===== config.mk =====
export PLATFORM = sky130hd
export DESIGN_NAME = sal_axi_rd_arbiter
export DESIGN_NICKNAME = d
export VERILOG_FILES = /design/src/rtl/sal_axi_arb_pkg.sv /design/src/rtl/sal_rr_arb2.sv /design/src/rtl/sal_axi_rd_arbiter.sv
export SDC_FILE = /design/constraint.sdc
export NUM_CORES = 1
export LEC_CHECK = 0
export BUFFER_PORTS_ARGS = -buffer_cell sky130_fd_sc_hd__buf_2
export CAP_MARGIN = 20
export CORE_AREA = 2 2 218 220
export DETAILED_ROUTE_END_ITERATION = 10
export DIE_AREA = 0 0 220 222
export PLACE_DENSITY = 0.42
export SYNTH_ARGS = -nofsm -noshare
export SYNTH_HDL_FRONTEND = slang
export SYNTH_SLANG_ARGS = --single-unit

===== constraint.sdc =====
create_clock -name clk -period 3.1 [get_ports clk]
set_clock_uncertainty 0.2 [all_clocks]
set_input_delay 0.62 -clock clk [delete_from_list [all_inputs] [get_ports clk]]
set_output_delay 0.62 -clock clk [all_outputs]
set_load 0.02 [all_outputs]

===== src/rtl/sal_axi_arb_pkg.sv =====
// Shared types and constants for the two-master AXI read arbiter.
// ar_req_t uses the package widths; the top's ID_W/ADDR_W must match them.
package sal_axi_arb_pkg;

   localparam int MST_CNT   = 2;
   localparam int MST_IDX_W = 1;
   localparam int AR_ID_W   = 4;
   localparam int AR_ADDR_W = 32;
   localparam int AR_LEN_W  = 8;

   typedef struct packed {
      logic [AR_ID_W-1:0]   id;
      logic [AR_ADDR_W-1:0] addr;
      logic [AR_LEN_W-1:0]  len;
   } ar_req_t;

   typedef enum logic {
      SLOT_EMPTY = 1'b0,
      SLOT_FULL  = 1'b1
   } slot_state_t;

endpackage


===== src/rtl/sal_rr_arb2.sv =====
// Two-way round-robin grant; the pointer moves past the winner only when update is high.
module sal_rr_arb2
   import sal_axi_arb_pkg::*;
(
   input  logic               clk,
   input  logic               rst,
   input  logic [MST_CNT-1:0] req,
   input  logic               update,
   output logic [MST_CNT-1:0] gnt
);

   logic ptr_q;
   logic win;

   always_comb begin
      gnt = '0;
      win = ptr_q;
      case (req)
         2'b01: begin
            win = 1'b0;
            gnt = 2'b01;
         end
         2'b10: begin
            win = 1'b1;
            gnt = 2'b10;
         end
         2'b11: begin
            win = ptr_q;
            gnt = ptr_q ? 2'b10 : 2'b01;
         end
         default: begin
            win = ptr_q;
            gnt = '0;
         end
      endcase
   end

   always_ff @(posedge clk) begin
      if (rst) begin
         ptr_q <= 1'b0;
      end else if (update) begin
         ptr_q <= ~win;
      end
   end

endmodule


===== src/rtl/sal_axi_rd_arbiter.sv =====
// Two-master AXI read arbiter: round-robin AR into one registered slot, R steered by the ID tag.
// Optional macro SAL_RD_ARB_OUTST_LIMIT_EN caps outstanding bursts per master at MAX_OUTST.
module sal_axi_rd_arbiter
   import sal_axi_arb_pkg::*;
#(
   parameter int ID_W      = AR_ID_W,
   parameter int ADDR_W    = AR_ADDR_W,
   parameter int DATA_W    = 128,
   parameter int MAX_OUTST = 8
) (
   input  logic              clk,
   input  logic              rst,
   input  logic              m0_arvalid,
   output logic              m0_arready,
   input  logic [ID_W-1:0]   m0_arid,
   input  logic [ADDR_W-1:0] m0_araddr,
   input  logic [7:0]        m0_arlen,
   input  logic              m1_arvalid,
   output logic              m1_arready,
   input  logic [ID_W-1:0]   m1_arid,
   input  logic [ADDR_W-1:0] m1_araddr,
   input  logic [7:0]        m1_arlen,
   output logic              m0_rvalid,
   input  logic              m0_rready,
   output logic [ID_W-1:0]   m0_rid,
   output logic [DATA_W-1:0] m0_rdata,
   output logic [1:0]        m0_rresp,
   output logic              m0_rlast,
   output logic              m1_rvalid,
   input  logic              m1_rready,
   output logic [ID_W-1:0]   m1_rid,
   output logic [DATA_W-1:0] m1_rdata,
   output logic [1:0]        m1_rresp,
   output logic              m1_rlast,
   output logic              s_arvalid,
   input  logic              s_arready,
   output logic [ID_W:0]     s_arid,
   output logic [ADDR_W-1:0] s_araddr,
   output logic [7:0]        s_arlen,
   input  logic              s_rvalid,
   output logic              s_rready,
   input  logic [ID_W:0]     s_rid,
   input  logic [DATA_W-1:0] s_rdata,
   input  logic [1:0]        s_rresp,
   input  logic              s_rlast
);

   slot_state_t        state_q, state_d;
   ar_req_t            slot_q;
   logic               slot_idx_q;
   logic [MST_CNT-1:0] req, gnt, allow;
   logic               can_load, load, sel;

   if (MAX_OUTST < 1) begin : g_bad_max_outst
   end

   // A slot that is empty or draining this cycle can take the next winner.
   assign can_load   = (state_q == SLOT_EMPTY) || s_arready;
   assign req        = {m1_arvalid, m0_arvalid} & allow;
   assign load       = can_load && (gnt != '0);
   assign m0_arready = can_load && gnt[0];
   assign m1_arready = can_load && gnt[1];

   sal_rr_arb2 u_rr_arb (
      .clk    (clk),
      .rst    (rst),
      .req    (req),
      .update (load),
      .gnt    (gnt)
   );

   always_comb begin
      state_d = state_q;
      case (state_q)
         SLOT_EMPTY: if (load) state_d = SLOT_FULL;
         SLOT_FULL: begin
            if (load)           state_d = SLOT_FULL;
            else if (s_arready) state_d = SLOT_EMPTY;
         end
         default: state_d = SLOT_EMPTY;
      endcase
   end

   always_ff @(posedge clk) begin
      if (rst) begin
         state_q <= SLOT_EMPTY;
      end else begin
         state_q <= state_d;
      end
   end

   // Payload only changes on a load, so it stays stable while stalled.
   always_ff @(posedge clk) begin
      if (rst) begin
         slot_q     <= '0;
         slot_idx_q <= 1'b0;
      end else if (load) begin
         slot_idx_q <= gnt[1];
         if (gnt[1]) begin
            slot_q <= '{id: m1_arid, addr: m1_araddr, len: m1_arlen};
         end else begin
            slot_q <= '{id: m0_arid, addr: m0_araddr, len: m0_arlen};
         end
      end
   end

   assign s_arvalid = (state_q == SLOT_FULL);
   assign s_arid    = {slot_idx_q, slot_q.id};
   assign s_araddr  = slot_q.addr;
   assign s_arlen   = slot_q.len;

   assign sel       = s_rid[ID_W];
   assign m0_rvalid = s_rvalid && !sel;
   assign m1_rvalid = s_rvalid && sel;
   assign s_rready  = sel ? m1_rready : m0_rready;
   assign m0_rid    = s_rid[ID_W-1:0];
   assign m1_rid    = s_rid[ID_W-1:0];
   assign m0_rdata  = s_rdata;
   assign m1_rdata  = s_rdata;
   assign m0_rresp  = s_rresp;
   assign m1_rresp  = s_rresp;
   assign m0_rlast  = s_rlast;
   assign m1_rlast  = s_rlast;

`ifdef SAL_RD_ARB_OUTST_LIMIT_EN
   localparam int CNT_W = $clog2(MAX_OUTST + 1);

   logic r_done;
   assign r_done = s_rvalid && s_rready && s_rlast;

   for (genvar i = 0; i < MST_CNT; i++) begin : g_outst
      logic [CNT_W-1:0] cnt_q;
      logic             inc, dec, hit;

      assign hit      = r_done && (sel == 1'(i));
      assign inc      = load && gnt[i];
      assign dec      = hit && (cnt_q != '0);
      assign allow[i] = (cnt_q != CNT_W'(MAX_OUTST));

      // Accept and last beat in the same cycle cancel out.
      always_ff @(posedge clk) begin
         if (rst) begin
            cnt_q <= '0;
         end else if (inc && !dec) begin
            cnt_q <= cnt_q + CNT_W'(1);
         end else if (dec && !inc) begin
            cnt_q <= cnt_q - CNT_W'(1);
         end
      end

      always_ff @(posedge clk) begin
         if (!rst) begin
            assert (!(hit && (cnt_q == '0)));
         end
      end
   end
`else
   assign allow = '1;
`endif

endmodule


# == Word-level counts from Yosys, hierarchy flattened ==
# Cells that the tools add are included.
# word_totals
word_cells,28
regBits,47
output_inout_bits,321
# classes
n_reduce_logical,8
mux,9
n_eq_ne,3
n_bitwise,2
# op_table
op,n
$mux 44,1
$pmux 2 s3,1
$logic_and 1x1->1,5
$eq 2x2->1 const B,2
$mux 1,4
$pmux 1 s2,2
$eq 2x1->1 const B,1
$mux 2,1
$not 1->1,2
$reduce_bool 2->1,1
$logic_not 1->1,1
$logic_or 1x1->1,1

# == Longest topological paths before layout ==
# Gate-level depths: netlist of the first run.
# depth
depth_word,6
depth_mapped,7
depth_no_buf,5

# == Modules after synthesis ==
# Synthesis of the first run repeated with hierarchy kept, for this count alone.
# unflattened
cells_unflattened,499
area_unflattened_um2,4484.3
# by_module_without_submodules
module,instances,seq_area_each_um2,cells_each,area_each_um2
sal_axi_rd_arbiter,1,920.9,486,4377.9
sal_rr_arb2,1,20.0,13,106.4

# == Least setup slack after synthesis of the first run ==
# No wires, ideal clock.
# synth_path
path_type,input port to output port
from,in m0_arvalid
to,out m1_arready
stages,6
n_path_buf,2
path_slack_ps,737
t_arrival_ps,1543
path_cell_list,ha_1 and3_1 a21oi_2 buf_6 buf_12 nor2_1
# synth_via
elab_chain_cells,3
word_cells_on_any_way,5
classes_between,3 x eq/ne; 1 x mux; 1 x reduce/logical
# synth_rtl
element,line,source
from (decl),sal_axi_rd_arbiter.sv:13,"input logic m0_arvalid,"
$eq 2x2->1 or $eq 2x1->1 (tied branches),sal_rr_arb2.sv:18,case (req)
$pmux 2 s3 (*),sal_rr_arb2.sv:18,
$logic_and 1x1->1 (*),sal_axi_rd_arbiter.sv:62,assign m1_arready = can_load && gnt[1];
to (decl),sal_axi_rd_arbiter.sv:19,"output logic m1_arready,"
# Mark *: on every way between the ends. The rest lies on a longest branch, timed or not.

# == Worst setup path in the final report of the first run ==
# layout_path
from,in m1_arvalid
to,out m1_arready
# layout_via
elab_chain_cells,3
word_cells_on_any_way,5
classes_between,3 x eq/ne; 1 x mux; 1 x reduce/logical
# layout_rtl
element,line,source
from (decl),sal_axi_rd_arbiter.sv:18,"input logic m1_arvalid,"
$eq 2x2->1 or $eq 2x1->1 (tied branches),sal_rr_arb2.sv:18,
$pmux 2 s3 (*),sal_rr_arb2.sv:18,
$logic_and 1x1->1 (*),sal_axi_rd_arbiter.sv:62,
# Marks and branches as above.

==> impl_metrics.toml, run 1 <==
[logic_synthesis]
post_synth_fa_ha_maj_area_fraction_pct = 0.9091
synth_async_sr_flop_share_pct = 0
synth_cells = 446
ys.warnings.count = 0
post-synth-top-area-cell = "sky130_fd_sc_hd__buf_4"
synth_seq_area_share_pct = 22.79
synthMostInstantiatedCell = "sky130_fd_sc_hd__buf_4"
synth_nets = 681
synth_area_per_cell_um2 = 9.258
synth.top_cell.area_share_pct = 49.82
synth_simple_gate_area_share_pct = 1.879
post_synthesis_compound_gate_area_fraction_pct = 10.30
synth_area_mm2 = 0.004129
yosys_most_used_dff = "sky130_fd_sc_hd__dfxtp_1"
ys_ff_latch = 47
synth_enable_flop_cells = 0
synth_top_cells_by_count = "sky130_fd_sc_hd__buf_4, sky130_fd_sc_hd__dfxtp_1, sky130_fd_sc_hd__mux2i_1, sky130_fd_sc_hd__o2bb2ai_1, sky130_fd_sc_hd__buf_2"
unique_masters_post_synth = 24
synthTopCellsByArea = "sky130_fd_sc_hd__buf_4, sky130_fd_sc_hd__dfxtp_1, sky130_fd_sc_hd__mux2i_1"
synth-xor-area-share_pct = 0
synth_top_family_by_area = "buffers and inverters"
synth_mux_area_share_pct = 10.94

[floorplanning]
dieHeight_um = 222
floorplan.rows = 79
core_area_mm2 = 0.04626
initial_core_util_pct = 8.926
die_area_mm2 = 0.04884
die_x_um = 220
num_io_pins = 553

[clock_network]
insertion_delay_ns = 0.31
cts-buffers-inserted = 5
post_cts_resized = 0
post_cts_buffers = 0
ctsRootBufferMaster = "sky130_fd_sc_hd__clkbuf_16"
max-clock-path-buffers = 2
cts_htree_levels = 2
post_cts_hold_buffer_count = 0
cts.reportedPaths.clkPinSlew_ns = 0.07
cts_tree = "done"
clock_sinks = 47

[route]
drt-initial-drc-count = 74
routedLengthMet1_um = 4215
route.met2.wl_um = 4241
highest_layer = "met5"
drtAntennaViolNets = 0
route.detailed.vias_per_inst = 2.423
met3WireLength_um = 1841
detail_route.drc_violations = 0
drt_pre_antenna_iters = 4
drt_wl_total_um = 11880
via_count = 2246
routed_wire_length_per_instance_um = 12.82

[global_route]
grt_antenna_before_repair = 0
grt_start_max_net_pins = 43
grt_overflow_total = 0
first_global_vias = 2276
global_route_wire_length_before_repair_um = 15730
grtUsageTotal_pct = 4.674

[place]
post_dp_hpwl_um = 9113
port-buffer-count = 147
finalWeightedCongestion = 0.6292

[setup_path]
cp_common_cell = "sky130_fd_sc_hd__buf_2"
critPathKind = "input port to output pin"
timing.critical_path.from = "m1_arvalid"
r2r_setup_slack_ns = 1.16
worst_ep_arrival_time_ns = 1.54
reg2reg_from = "s_arvalid$_SDFF_PP0_"
setup.worst_path.start_class = "input port"
cp_cell_sequence = "buf_2, ha_1, and3_1, a21oi_4, nor2_1, buf_2"
critical_path.endpoint_type = "output pin"
critical_path_top_delay_cell = "sky130_fd_sc_hd__and3_1"
crit_fanout = 5
crit_required_ns = 2.28
cp_slowest_stage_delay_ns = 0.21

[timing]
period_share_pct = 76.26
timing.fmax_mhz = 423.0
setup_viol = 0
setup_repair_after_global_routing_missed_its_margin = "no"
timing.final.hold_violations = 0
fin_setup_tns_ns = 0
whs_ns = 0.2598
final-max-slew-violation-count = 0
timing.slew.headroom_pct = 60.00
timing.final.crit_period_ns = 2.364
worst_tran_pin_value_ns = 0.6000

[pwr]
p_int_uw = 1270
combinationalPowerShare_pct = 19.7
power_frac_seq_pct = 38.0
p_clk_share_pct = 42.3
power-per-cell-area_mw_per_mm2 = 487.3
vdd_ir_drop_max_uv = 176.1
p_leak_uw = 0.001634
total_power_uw = 1802
net_load_switching_power_uw = 531.3
switching_share_pct = 29.49

[cells_and_area]
nNetsFinal = 554
num_antenna_cells = 0
area_delta_synth_final_pct = -10.45
layout-drive-gt1-share_pct = 50.94

[min_path]
hold_startpoint = "s_araddr[21]$_SDFFE_PP0P_"
holdCritPathClass = "flop to flop"

[job]
timing.max_cap.violations = 0

[outcome]
outcome = "finished clean"
worst max-delay path, delay by kind of cell:
kind	cells	cell delay [ns]
adders and majority gates	1	0.20
buffers and inverters	2	0.29
and+or+nand+nor	2	0.26
AOI/OAI and AO/OA	1	0.17
final cells by class:
type	instances	area (µm²)
clock buffers	6	128.9
clock inverters	2	60.06
fillers	5437	42560
inverters	3	11.26
multi-input cells	111	1006
flip-flops and latches	47	940.9
well taps	607	759.5
repair buffers	151	790.8
cell families (layout without fill, tap and decap cells):
kind of cell             after synthesis  after routing
AO/OA/AOI/OAI                         50             50
flip-flops                            47             47
AND/OR/NAND/NOR                       13             13
adder cells (fa/ha/maj)                3              3
buffers and inverters                288            162
multiplexers                          45             45
registers in the layout, indices dropped and copies added (netlist names):
| signal | flops |
|---|---|
| s_araddr | 32 |
| s_arlen | 8 |
| s_arid | 4 |
| s_arvalid | 1 |
| slot_idx_q | 1 |
| u_rr_arb.ptr_q | 1 |
metal layers:
layer  GRT usage (%)  vias up
li1                -      956
met2           5.346      253
met3           3.073      125
met5          0.8081        -
met4           6.733        2
met1           4.623      910
final timing paths:
path / endpoint / depth (start not counted)
max: m1_arready / 6
min: s_araddr[21]$_SDFFE_PP0P_ / 1
max reg2reg: s_araddr[26]$_SDFFE_PP0P_ / 5
min reg2reg: s_araddr[21]$_SDFFE_PP0P_ / 1
metrics by stage:
stage                     util [%]  area [µm²]  setup WS [ns]  cells
after global routing         7.993        3697         0.6772    927
after detailed placement     7.584        3508         0.6603    919
after CTS                    7.993        3697         0.7300    927
after floorplan                  -        4129         0.7375    446
after global placement       7.584        3508         0.7095    919
final                        7.993        3697         0.7359    927
power groups by stage:
| stage | Combinational, µW | Clock [µW] | Sequential, µW |
|---|---|---|---|
| detailed placement | 363 | 0 | 697 |
| global route | 386 | 828 | 692 |
| global placement | 358 | 0 | 700 |
| CTS | 363 | 819 | 685 |
| floorplan | 659 | 0 | 757 |
| finish | 355 | 762 | 684 |
cell usage in the layout (no fill, tap or decap), drive strengths merged:
| cell type | synthesis | final |
|---|---|---|
| a211oi | 1 | 1 |
| a21oi | 4 | 4 |
| a311oi | 1 | 1 |
| and2 | 1 | 1 |
| and3 | 1 | 1 |
| buf | 285 | 151 |
| bufinv | 0 | 2 |
| clkbuf | 0 | 6 |
| dfxtp | 47 | 47 |
| ha | 3 | 3 |
| inv | 3 | 3 |
| mux2 | 1 | 1 |
| mux2i | 44 | 44 |
| nand2 | 2 | 2 |
| nand2b | 1 | 1 |
| nand3b | 1 | 1 |
| nor2 | 4 | 4 |
| nor2b | 2 | 2 |
| o2bb2ai | 44 | 44 |
| or3 | 1 | 1 |
(Power assumes the default switching activity.)
==> run 2, diff against run 1 <==
CORE_AREA = 2 2 213 215   (was 2 2 218 220)
DIE_AREA = 0 0 215 217   (was 0 0 220 222)
PLACE_DENSITY = 0.44   (was 0.42)
clock period = 1.9 ns   (was 3.1 ns; I/O delays follow)
==> run 2 against run 1 <==
Final cell count up 0.32%. Non-clock buffer count up 10. Worst hold slack worse by 0.15 ns. Wire length up 1.7%. Utilization up 0.41 points. Sequential power up 62%. First-iteration DRC count down 5.4%. Setup slack worse by 0.65 ns. Die area down 4.5%. Largest cell class unchanged.
==> impl_metrics.toml, run 2 (same netlist as run 1, synthesis figures left out) <==
[setup_path]
critPathKind = "input port to output pin"
cp_slowest_stage_delay_ns = 0.20
timing.critical_path.from = "m0_arvalid"
reg2reg_from = "u_rr_arb.ptr_q$_SDFFE_PP0P_"
critical_path_top_delay_cell = "sky130_fd_sc_hd__ha_1"
cp_cell_sequence = "buf_2, ha_1, and3_1, a21oi_4, nor2_1, buf_2"
cp_common_cell = "sky130_fd_sc_hd__buf_2"
critical_path.endpoint_type = "output pin"
r2r_setup_slack_ns = 0.22
worst_ep_arrival_time_ns = 1.23
setup.worst_path.start_class = "input port"
timing.reg2reg.worst_path_depth = 6
crit_required_ns = 1.32
timing.rr.end = "s_araddr[20]$_SDFFE_PP0P_"
crit_fanout = 4
cp-endpoint = "m1_arready"

[global_route]
grt_start_max_net_pins = 27
grt_antenna_before_repair = 0
global_route_wire_length_before_repair_um = 16360
grt_overflow_total = 0
first_global_vias = 2350
grtUsageTotal_pct = 5.053

[cells_and_area]
num_antenna_cells = 0
most-common-layout-cells = "sky130_fd_sc_hd__buf_2, sky130_fd_sc_hd__dfxtp_1, sky130_fd_sc_hd__mux2i_1, sky130_fd_sc_hd__o2bb2ai_1, sky130_fd_sc_hd__buf_4"
area_delta_synth_final_pct = -9.061
nNetsFinal = 564
layout.area.seq_um2 = 940.9
footprint_of_the_multi_input_gates_mm2 = 0.001006
fillCellCount = 5290
largest_register_ff_count = 32
mostFrequentLayoutCell = "sky130_fd_sc_hd__buf_2"
layout-drive-gt1-share_pct = 52.73

[clock_network]
insertion_delay_ns = 0.32
post_cts_hold_buffer_count = 0
cts.reportedPaths.clkPinSlew_ns = 0.09
cts-buffers-inserted = 5
post_cts_resized = 0
clock_sinks = 47
ctsRootBufferMaster = "sky130_fd_sc_hd__clkbuf_16"
post_cts_buffers = 1
cts_htree_levels = 2
cts_tree = "done"
max-clock-path-buffers = 2

[route]
drt_pre_antenna_iters = 4
route.detailed.vias_per_inst = 2.480
routed_wire_length_per_instance_um = 12.99
via_count = 2306
detail_route.drc_violations = 0
drt_wl_total_um = 12090
drt-initial-drc-count = 70
drtAntennaViolNets = 0

[timing]
whs_ns = 0.1078
timing.final.crit_period_ns = 1.814
setup_repair_after_global_routing_missed_its_margin = "no"
timing.fmax_mhz = 551.1
worst_tran_pin_value_ns = 0.2682
timing.final.hold_violations = 0
fin_setup_tns_ns = 0
final-max-slew-violation-count = 0
setup_viol = 0
timing.slew.headroom_pct = 82.05
period_share_pct = 95.50

[pwr]
power-per-cell-area_mw_per_mm2 = 730.5
p_leak_uw = 0.001672
vdd_ir_drop_max_uv = 296.1
total_power_uw = 2743

[floorplanning]
dieHeight_um = 217
core_area_mm2 = 0.04470
die_area_mm2 = 0.04666
floorplan.rows = 78
die_x_um = 215
num_io_pins = 553
initial_core_util_pct = 9.237

[outcome]
outcome = "finished clean"

[place]
port-buffer-count = 147
finalWeightedCongestion = 0.6435
post_dp_hpwl_um = 9435

[min_path]
worst_hold_path.num_cells = 3
holdCritPathClass = "input port to flop"

[job]
timing.max_cap.violations = 0
run 2: changes by cell type in the layout (fill, tap and decap cells not counted):
cell                         change
sky130_fd_sc_hd__clkbuf_8        +1
sky130_fd_sc_hd__clkinv_4        +1
sky130_fd_sc_hd__clkbuf_1        -1
sky130_fd_sc_hd__clkinvlp_4      +1
sky130_fd_sc_hd__buf_4           +8
sky130_fd_sc_hd__buf_12          +2
sky130_fd_sc_hd__bufinv_16       -2
run 2: layer usage:
layer  wire length [µm]  global-route usage, %  part of all wire (%)
met5                  0                 0.3125                     0
met3               2031                  3.550                    17
met1               4283                  5.071                    35
met4               1378                  6.690                    11
met2               4390                  5.912                    36
run 2: how the worst min path moves through the flow:
stage / startpoint / endpoint / slack, ns
after floorplan: u_rr_arb.ptr_q$_SDFFE_PP0P_ / u_rr_arb.ptr_q$_SDFFE_PP0P_ / 0.25
after global placement: s_araddr[13]$_SDFFE_PP0P_ / s_araddr[13]$_SDFFE_PP0P_ / 0.24
after detailed placement: s_arlen[0]$_SDFFE_PP0P_ / s_arlen[0]$_SDFFE_PP0P_ / 0.24
after CTS: m1_arid[2] / s_arid[2]$_SDFFE_PP0P_ / 0.08
after global routing: m1_arid[2] / s_arid[2]$_SDFFE_PP0P_ / 0.10
final: m1_araddr[4] / s_araddr[4]$_SDFFE_PP0P_ / 0.11
run 2: final cells by class:
| class | count | area share, % |
|---|---|---|
| repair buffers | 161 | 23.73 |
| inverters | 3 | 0.2999 |
| clock buffers | 6 | 3.699 |
| flip-flops and latches | 47 | 25.06 |
| multi-input cells | 111 | 26.79 |
| clock inverters | 2 | 0.4332 |
| well taps | 600 | 19.99 |
run 2: critical path, delay by kind of cell:
family | cells | cell delay (ns)
buf+inv | 2 | 0.27
fa+ha+maj | 1 | 0.20
simple gates | 2 | 0.25
compound gates | 1 | 0.12
run 2: metrics by stage:
stage | setup slack [ns] | std cells | utilization (%) | area, µm²
6_report | 0.08557 | 930 | 8.401 | 3755
5_1_grt | 0.03537 | 930 | 8.401 | 3755
4_1_cts | 0.07801 | 930 | 8.401 | 3755
3_5_place_dp | -0.1893 | 921 | 8.037 | 3592
3_3_place_gp | -0.1354 | 921 | 8.037 | 3592
2_1_floorplan | 0.01750 | 446 | - | 4129
run 2: where the power goes:
part	switching (µW)	leakage, µW	total (µW)	internal [µW]
Clock	500	0.0000731	1030	530
Sequential	43.5	0.000389	1110	1070
Combinational	332	0.00121	599	267
